[src/rtl/impact_sram_pkg.sv]
// Shared types and bit positions for the IMPACT SRAM head access sequencer.
package impact_sram_pkg;

  typedef enum logic [1:0] {
    ST_IDLE,
    ST_PRECHARGE,
    ST_ACCESS,
    ST_DONE
  } state_e;

  localparam int NORTH_SEL_LSB = 0;
  localparam int NORTH_SEL_W   = 10;
  localparam int NORTH_PRE     = 12;
  localparam int NORTH_RDEN    = 13;
  localparam int NORTH_WREN    = 14;

  localparam int IMPACT_WORDS  = 1024;
  localparam int IMPACT_DATA_W = 32;

  localparam int PHASE_CNT_W   = 4;

endpackage

[src/rtl/impact_phase_timer.sv]
// Loadable 4-bit down-counter that times the precharge and access phases.
module impact_phase_timer
  import impact_sram_pkg::*;
(
  input  logic                   clk_i,
  input  logic                   rst_i,
  input  logic                   load_i,
  input  logic [PHASE_CNT_W-1:0] load_val_i,
  output logic                   zero_o
);

  logic [PHASE_CNT_W-1:0] cnt_q, cnt_d;

  // Saturates at zero so the flag stays stable while the sequencer is idle.
  always_comb begin
    cnt_d = cnt_q;
    if (load_i) begin
      cnt_d = load_val_i;
    end else if (cnt_q != '0) begin
      cnt_d = cnt_q - 1'b1;
    end
  end

  always_ff @(posedge clk_i) begin
    if (rst_i) begin
      cnt_q <= '0;
    end else begin
      cnt_q <= cnt_d;
    end
  end

  assign zero_o = (cnt_q == '0);

endmodule

[src/rtl/impact_sram_sequencer.sv]
// Turns one valid/ready read or write request into the IMPACT head's
// select / precharge / enable pin phases and returns a one-cycle response.
module impact_sram_sequencer
  import impact_sram_pkg::*;
#(
  parameter int PRE_CYCLES    = 2,
  parameter int ACCESS_CYCLES = 2
) (
  input  logic                     wb_clk_i,
  input  logic                     wb_rst_i,
  input  logic                     req_valid,
  output logic                     req_ready,
  input  logic                     req_we,
  input  logic [NORTH_SEL_W-1:0]   req_addr,
  input  logic [IMPACT_DATA_W-1:0] req_wdata,
  output logic                     rsp_valid,
  output logic [IMPACT_DATA_W-1:0] rsp_rdata,
  output logic [31:0]              north,
  output logic [IMPACT_DATA_W-1:0] east,
  input  logic [IMPACT_DATA_W-1:0] south
);

  if (PRE_CYCLES < 1 || PRE_CYCLES > 15) begin : g_bad_pre
    $error("impact_sram_sequencer: PRE_CYCLES must be in 1..15");
  end
  if (ACCESS_CYCLES < 1 || ACCESS_CYCLES > 15) begin : g_bad_access
    $error("impact_sram_sequencer: ACCESS_CYCLES must be in 1..15");
  end

  localparam logic [PHASE_CNT_W-1:0] PRE_LOAD    = PHASE_CNT_W'(PRE_CYCLES - 1);
  localparam logic [PHASE_CNT_W-1:0] ACCESS_LOAD = PHASE_CNT_W'(ACCESS_CYCLES - 1);

  state_e                   state_q, state_d;
  logic                     we_q, we_d;
  logic [NORTH_SEL_W-1:0]   addr_q, addr_d;
  logic [IMPACT_DATA_W-1:0] wdata_q, wdata_d;
  logic [IMPACT_DATA_W-1:0] rdata_q, rdata_d;
  logic [31:0]              north_q, north_d;
  logic                     rsp_valid_q, rsp_valid_d;

  logic                     handshake;
  logic                     tmr_load;
  logic [PHASE_CNT_W-1:0]   tmr_load_val;
  logic                     tmr_zero;

  impact_phase_timer u_phase_timer (
    .clk_i      (wb_clk_i),
    .rst_i      (wb_rst_i),
    .load_i     (tmr_load),
    .load_val_i (tmr_load_val),
    .zero_o     (tmr_zero)
  );

  assign req_ready = (state_q == ST_IDLE) & ~wb_rst_i;
  assign handshake = req_valid & req_ready;

  always_comb begin
    state_d      = state_q;
    tmr_load     = 1'b0;
    tmr_load_val = '0;
    unique case (state_q)
      ST_IDLE: begin
        if (handshake) begin
          state_d      = ST_PRECHARGE;
          tmr_load     = 1'b1;
          tmr_load_val = PRE_LOAD;
        end
      end
      ST_PRECHARGE: begin
        if (tmr_zero) begin
          state_d      = ST_ACCESS;
          tmr_load     = 1'b1;
          tmr_load_val = ACCESS_LOAD;
        end
      end
      ST_ACCESS: begin
        if (tmr_zero) begin
          state_d = ST_DONE;
        end
      end
      ST_DONE: begin
        state_d = ST_IDLE;
      end
      default: begin
        state_d = ST_IDLE;
      end
    endcase
  end

  // Outputs are decoded from the next state so every pin comes straight off a flop.
  always_comb begin
    we_d    = handshake ? req_we    : we_q;
    addr_d  = handshake ? req_addr  : addr_q;
    wdata_d = handshake ? req_wdata : wdata_q;

    north_d = '0;
    north_d[NORTH_SEL_LSB +: NORTH_SEL_W] = addr_d;
    north_d[NORTH_PRE]  = (state_d == ST_PRECHARGE);
    north_d[NORTH_RDEN] = (state_d == ST_ACCESS) & ~we_d;
    north_d[NORTH_WREN] = (state_d == ST_ACCESS) &  we_d;

    rsp_valid_d = (state_d == ST_DONE);

    rdata_d = rdata_q;
    if ((state_q == ST_ACCESS) && tmr_zero && !we_q) begin
      rdata_d = south;
    end
  end

  always_ff @(posedge wb_clk_i) begin
    if (wb_rst_i) begin
      state_q     <= ST_IDLE;
      we_q        <= 1'b0;
      addr_q      <= '0;
      wdata_q     <= '0;
      rdata_q     <= '0;
      north_q     <= '0;
      rsp_valid_q <= 1'b0;
    end else begin
      state_q     <= state_d;
      we_q        <= we_d;
      addr_q      <= addr_d;
      wdata_q     <= wdata_d;
      rdata_q     <= rdata_d;
      north_q     <= north_d;
      rsp_valid_q <= rsp_valid_d;
    end
  end

  assign north     = north_q;
  assign east      = wdata_q;
  assign rsp_rdata = rdata_q;
  assign rsp_valid = rsp_valid_q;

endmodule

[config.mk]
export PLATFORM = sky130hd
export DESIGN_NAME = impact_sram_sequencer
export DESIGN_NICKNAME = d
export VERILOG_FILES = /design/src/rtl/impact_sram_pkg.sv /design/src/rtl/impact_phase_timer.sv /design/src/rtl/impact_sram_sequencer.sv
export SDC_FILE = /design/constraint.sdc
export NUM_CORES = 1
export LEC_CHECK = 0
export BUFFER_PORTS_ARGS = -buffer_cell sky130_fd_sc_hd__buf_2
export CAP_MARGIN = 25
export CORE_UTILIZATION = 35
export CTS_BUF_LIST = sky130_fd_sc_hd__clkbuf_4 sky130_fd_sc_hd__clkbuf_8
export CTS_CLUSTER_SIZE = 16
export DETAILED_ROUTE_END_ITERATION = 7
export PLACE_DENSITY = 0.65
export SYNTH_ARGS = -nofsm -noshare
export SYNTH_HDL_FRONTEND = slang
export SYNTH_SLANG_ARGS = --single-unit
[constraint.sdc]
create_clock -name wb_clk_i -period 2.1 [get_ports wb_clk_i]
set_clock_uncertainty 0.15 [all_clocks]
set_input_delay 0.105 -clock wb_clk_i [delete_from_list [all_inputs] [get_ports wb_clk_i]]
set_output_delay 0.105 -clock wb_clk_i [all_outputs]
set_load 0.1 [all_outputs]
==> results.cfg, run 1 <==
[run_status]
outcome = completed

[cells_and_area]
fin_nets = 697
antenna_cells_inserted = 0
proportion_of_layout_cells_with_a_drive_suffix_above_1_pct = 30.5
finalInstanceArea_um2 = 5360
area.growth.synth_to_final_pct = 50.5
post-route-util_pct = 54.6

[detailed_routing]
num_vias = 3314
route.detailed.wl_per_inst_um = 12.1
dr.first_iter.drc_count = 94
drt_drc_violations_left = 0
antenna_left = 0
routed_via_density = 4.39
drt_pre_antenna_iters = 4
route.final.wire_length_mm = 9.16

[pwr]
share_comb_of_total_power_pct = 40.6
leakage_nw = 2.40
proportion_of_power_drawn_by_flip_flops_and_latches_pct = 34.3
portion_of_total_power_attributed_to_the_clock_network_pct = 25.2
power_density_relative_to_cell_area_nw_per_um2 = 1050
internal_mw = 3.25
switching_power_mw = 2.37
p_sw_share_pct = 42.2
fin_total_pwr_mw = 5.62
vdd.ir_drop.worst_mv = 0.584

[global_routing]
grt.overflow.total = 0
grt_start_max_net_pins = 47
grt_antenna_before_repair = 0
grt_pass1_wl_mm = 14.1
grt_pass1_vias = 3130
grt_util_all_layers_pct = 17.2

[logic_synthesis]
synth_area_um2 = 3560
synth.ff_latch_count = 85
synth-edff-count = 0
synthDominantAreaCellType = dfxtp_1
synth_flop_cell = dfxtp_1
syn_inst = 395
ys_types = 33
post-synth-top-area-fraction_pct = 47.8
ys_async_sr_fraction_pct = 0
ys.warnings.count = 0
fraction_of_the_yosys_area_taken_by_sequential_cells_pct = 47.8
synth.top_cells.by_area = dfxtp_1, nand2b_1, mux2i_1
avgSynthCellArea_um2 = 9.02

[die]
fp.dieW_um = 103
die_area_um2 = 10600
initial_utilization_pct = 36.3
standard_cell_rows = 36
dieHeight_um = 103
fp.coreArea_um2 = 9820
io_pins = 176

[setup_path]
cp_top_family = simple AND/OR/NAND/NOR gates
critical_path_source_type = flip-flop
critical_path_buf_inv_count = 2
highest_delay_cell_along_the_critical_path = or3b_1
crit_required_ps = 2210
crit_chain = inv_1 -> ha_1 -> or3b_1 -> nor3_4 -> buf_12 -> mux2i_1
crit_type = reg -> reg
crit_fanout = 32
critical_path.max_stage_delay_ps = 400
element_type_at_the_critical_path_end = flip-flop
cp_data_arrival_time_ps = 2070

[place]
post_dp_cell_area_um2 = 4360
dp_hpwl_mm = 5.69
count_of_buffers_from_port_buffering = 156
pre_cts_ws_ps = 164
gpl.final_weighted_congestion = 0.764

[clock_network]
clk_root_buffer_cell = clkbuf_8
cts.path.max_buffers = 2
clock_insertion_delay_worst_skew_ps = 340
cts.sink_count = 85
cts_tree = done
cts.repair_timing.setup_buffer_count = 0
tritoncts.num_buffers = 9
reg_clk_slew_reported_paths_ps = 80
number_of_h_tree_branching_levels = 3
cts-hold-fix-buffers = 76
cts_resized = 0

[timing]
fin_setup_tns_ps = 0
max_clock_freq_ghz = 0.511
final.period_utilization_pct = 93.2
report.final.slew_viol_count = 0
final_hold_viol_count = 0
period_needed_ps = 1960
timing.final.ws_setup_ps = 142
rsz0062_at_grt = false
report.final.setup_viol = 0

[worst_hold_path]
hp-class = in -> reg

[run]
maxCapViolations = 0
[kinds of logic after synthesis]
family / Yosys count / synth area share [%]
multiplexers: 34 / 9.55
flip-flops: 85 / 47.8
AND/OR/NAND/NOR: 173 / 24.9
AO/OA/AOI/OAI: 48 / 7.16
XOR/XNOR: 2 / 0.492
adder cells (fa/ha/maj): 2 / 0.702
other: 1 / 0.105
buffers and inverters: 50 / 9.37
[placed cells by master (no fill, tap or decap), types with 2 or more instances in the layout]
cell / instances
dfxtp_1: 85
clkbuf_4: 2
buf_4: 7
nor3b_1: 4
clkbuf_8: 10
nand2b_1: 60
nand2_1: 85
buf_12: 2
bufinv_16: 3
conb_1: 19
inv_1: 2
a21oi_1: 43
buf_2: 156
nor2_1: 6
ha_1: 2
dlygate4sd3_1: 76
or2b_2: 5
mux2i_1: 34
nor3_1: 4
[power groups by stage]
stage               Sequential (mW)  Clock (mW)  Combinational [mW]
floorplan                      2.87           0               0.936
global placement               1.95           0                2.15
detailed placement             1.96           0                2.17
CTS                            1.92        1.46                2.28
global route                   1.95        1.54                2.41
finish                         1.92        1.41                2.28
[metal layers]
metal	track usage, %	wire, µm	vias up
met5	0	0	-
met3	3.12	316	20
met4	9.53	258	0
met1	18.8	3740	1518
li1	-	-	1680
met2	31.4	4840	96
[flip-flops by register name, indices dropped and copies added, names as in the netlist]
register             count
east                    32
rsp_rdata               32
addr_q                   9
north                    4
u_phase_timer.cnt_q      4
state_q                  2
rsp_valid                1
we_q                     1
[through the flow]
step                hold slack, ps  std cells
finish                        83.4        755
global route                  72.7        755
CTS                           64.6        755
detailed placement             177        663
global placement               161        663
floorplan                     48.4        413
[worst reg2reg max path, cell delays in order (launching register included)]
cell	delay [ps]
dfxtp_1	330
inv_1	100
ha_1	160
or3b_1	400
nor3_4	210
buf_12	260
mux2i_1	270
[cells in the mapped netlist (all sizes together) (2+ instances only)]
cell,instances
dfxtp,85
nand2,85
nand2b,60
a21oi,43
mux2i,34
buf,33
clkbuf,15
nor2,6
nor3,6
or2b,5
nor3b,4
ha,2
inv,2
[path summary, 6_finish.rpt]
path                                                          start                         end  slack, ps  cells past startpoint
worst max-delay path            u_phase_timer.cnt_q[0]$_SDFFE_PP0P_  rsp_rdata[30]$_SDFFE_PP0P_        140                      6
worst min-delay path                                       wb_rst_i        north[13]$_SDFF_PP0_         80                      4
worst max register to register  u_phase_timer.cnt_q[0]$_SDFFE_PP0P_  rsp_rdata[30]$_SDFFE_PP0P_        140                      6
worst min register to register                east[28]$_SDFFE_PP0P_       east[28]$_SDFFE_PP0P_        310                      2
[final cells by class]
cell class                      instances  area, µm²
Clock buffer                           12        153
Clock inverter                          4       95.1
Fill cell                             877       4460
Inverter                                2       7.51
Multi-Input combinational cell        278       1610
Sequential cell                        85       1700
Tap cell                              133        166
Timing Repair Buffer                  241       1630
Power figures use the tool's default switching activity.
==> run 2, diff against run 1 <==
- RECOVER_POWER: unset -> 25
- TNS_END_PERCENT: unset -> 30
==> run 2 against run 1 <==
Compared with the run above:
- routed wire length increased by 0.32%
- count of clock-buffer cells in the layout unchanged
- combinational power shrank 2%
- worst hold slack worse by 2.7 ps
- sequential share of layout area grew 0.32 points
- final area shrank 1.0%
- critical path depth is the same
- via count up 0.63%
- register-to-register slack hardly changed
- clock power is essentially flat
==> results.cfg, run 2 (synthesis results as in run 1) <==
[setup_path]
crit_fanout = 32
worst_r2r_startpoint = u_phase_timer.cnt_q[0]$_SDFFE_PP0P_
element_type_at_the_critical_path_end = flip-flop
worst_r2r_path_depth = 6
cp_data_arrival_time_ps = 2070
setup_slack_of_the_worst_register_to_register_path_ps = 140
worst_r2r_endpoint = rsp_rdata[30]$_SDFFE_PP0P_
crit_required_ps = 2210
critical_path_source_type = flip-flop
crit_type = reg -> reg

[timing]
report.final.setup_viol = 0
rsz0062_at_grt = false
timing.final.ws_setup_ps = 142
final_hold_viol_count = 0
report.final.slew_viol_count = 0
period_needed_ps = 1960
worstMarginPinSlew_ps = 1220
max_clock_freq_ghz = 0.511
final.period_utilization_pct = 93.2
fin_setup_tns_ps = 0
maxSlewHeadroom_pct = 19.2

[detailed_routing]
routed_via_density = 4.42
num_vias = 3335
route.detailed.wl_per_inst_um = 12.2
antenna_left = 0
dr.first_iter.drc_count = 79
drt_pre_antenna_iters = 4
drt_drc_violations_left = 0
route.final.wire_length_mm = 9.19

[clock_network]
clk_root_buffer_cell = clkbuf_8
tritoncts.num_buffers = 9
cts.path.max_buffers = 2
clock_insertion_delay_worst_skew_ps = 340
cts.sink_count = 85
cts_tree = done
cts_resized = 0
number_of_h_tree_branching_levels = 3
reg_clk_slew_reported_paths_ps = 80
cts-hold-fix-buffers = 76
cts.repair_timing.setup_buffer_count = 0

[die]
io_pins = 176
die_area_um2 = 10600
initial_utilization_pct = 36.3
dieHeight_um = 103
fp.dieW_um = 103
standard_cell_rows = 36
fp.coreArea_um2 = 9820

[place]
gpl.final_weighted_congestion = 0.764
count_of_buffers_from_port_buffering = 156
dp_hpwl_mm = 5.69
pre_cts_ws_ps = 164

[cells_and_area]
layout.filler_cells = 895
post-route-util_pct = 54.1
antenna_cells_inserted = 0
final_common_cell = buf_2
area.growth.synth_to_final_pct = 49.0
proportion_of_layout_cells_with_a_drive_suffix_above_1_pct = 24.0
most-common-layout-cells = buf_2, nand2_1, dfxtp_1, dlygate4sd3_1, nand2b_1
fin_nets = 697

[global_routing]
met3_usage_pct = 3.12
grt_util_all_layers_pct = 17.2
top_usage_layer = met2
grt_pass1_wl_mm = 14.1
grt_pass1_vias = 3130
grt_start_max_net_pins = 47
grt.met1_usage_pct = 18.8
grt.overflow.total = 0
grt_antenna_before_repair = 0
grtUsageMet2_pct = 31.4

[worst_hold_path]
worstHoldPathCells = 4
hp-class = in -> reg
whs_endpoint = north[13]$_SDFF_PP0_
holdCritStartpoint = wb_rst_i

[run]
maxCapViolations = 0

[pwr]
vdd.ir_drop.worst_mv = 0.580
power_density_relative_to_cell_area_nw_per_um2 = 1050
leakage_nw = 2.23

[run_status]
outcome = completed
==> run 2: changes by cell type in the layout (fill, tap and decap cells not counted), sizes merged <==
| cell | before | now |
|---|---|---|
| buf | 165 | 124 |
| clkbuf | 12 | 53 |
==> run 2: final cells by class <==
| class | instances | area (µm²) | share of cell area (%) |
|---|---|---|---|
| inverter | 2 | 7.51 | 0.141 |
| clock inverter | 4 | 95.1 | 1.79 |
| multi-input combinational | 278 | 1610 | 30.3 |
| sequential | 85 | 1700 | 32.0 |
| timing repair buffer | 241 | 1580 | 29.8 |
| clock buffer | 12 | 153 | 2.87 |
| tap | 133 | 166 | 3.13 |
==> run 2: power by group <==
group	leakage (nW)	total (mW)	internal, mW	switching, mW
Sequential	0.690	1.93	1.80	0.126
Combinational	1.41	2.24	0.562	1.68
Clock	0.127	1.41	0.849	0.563
Total	2.23	5.58	3.21	2.37
==> run 2: worst max path at each step <==
stage          slack [ps]  cells past startpoint                          to                           startpoint
4_1_cts               150                      6  rsp_rdata[12]$_SDFFE_PP0P_  u_phase_timer.cnt_q[0]$_SDFFE_PP0P_
5_1_grt                20                      6  rsp_rdata[30]$_SDFFE_PP0P_  u_phase_timer.cnt_q[0]$_SDFFE_PP0P_
3_3_place_gp          250                      6  rsp_rdata[28]$_SDFFE_PP0P_  u_phase_timer.cnt_q[0]$_SDFFE_PP0P_
6_report              140                      6  rsp_rdata[30]$_SDFFE_PP0P_  u_phase_timer.cnt_q[0]$_SDFFE_PP0P_
3_5_place_dp          160                      6  rsp_rdata[12]$_SDFFE_PP0P_  u_phase_timer.cnt_q[0]$_SDFFE_PP0P_
2_1_floorplan          50                      4                   req_ready                             wb_rst_i
==> run 2: routing by layer <==
layer / up-vias / part of all wire, %
met3: 20 / 3.5
met2: 99 / 53
met5: - / 0
met1: 1536 / 41
li1: 1680 / -
met4: 0 / 2.8
==> run 2: worst max-delay path, cell delays in order, from the launching register on <==
cell and delay [ps]:
dfxtp_1 330, inv_1 100, ha_1 160, or3b_1 400, nor3_4 210, buf_12 260, mux2i_1 240
==> run 2: per-stage QoR <==
step / cells / instance area, µm² / hold WS (ps) / total power, mW
2_1_floorplan: 413 / 3640 / 48.4 / 3.81
3_3_place_gp: 663 / 4360 / 161 / 4.09
3_5_place_dp: 663 / 4360 / 177 / 4.13
4_1_cts: 755 / 5360 / 64.6 / 5.66
5_1_grt: 755 / 5310 / 72.7 / 5.86
6_report: 755 / 5310 / 80.7 / 5.58
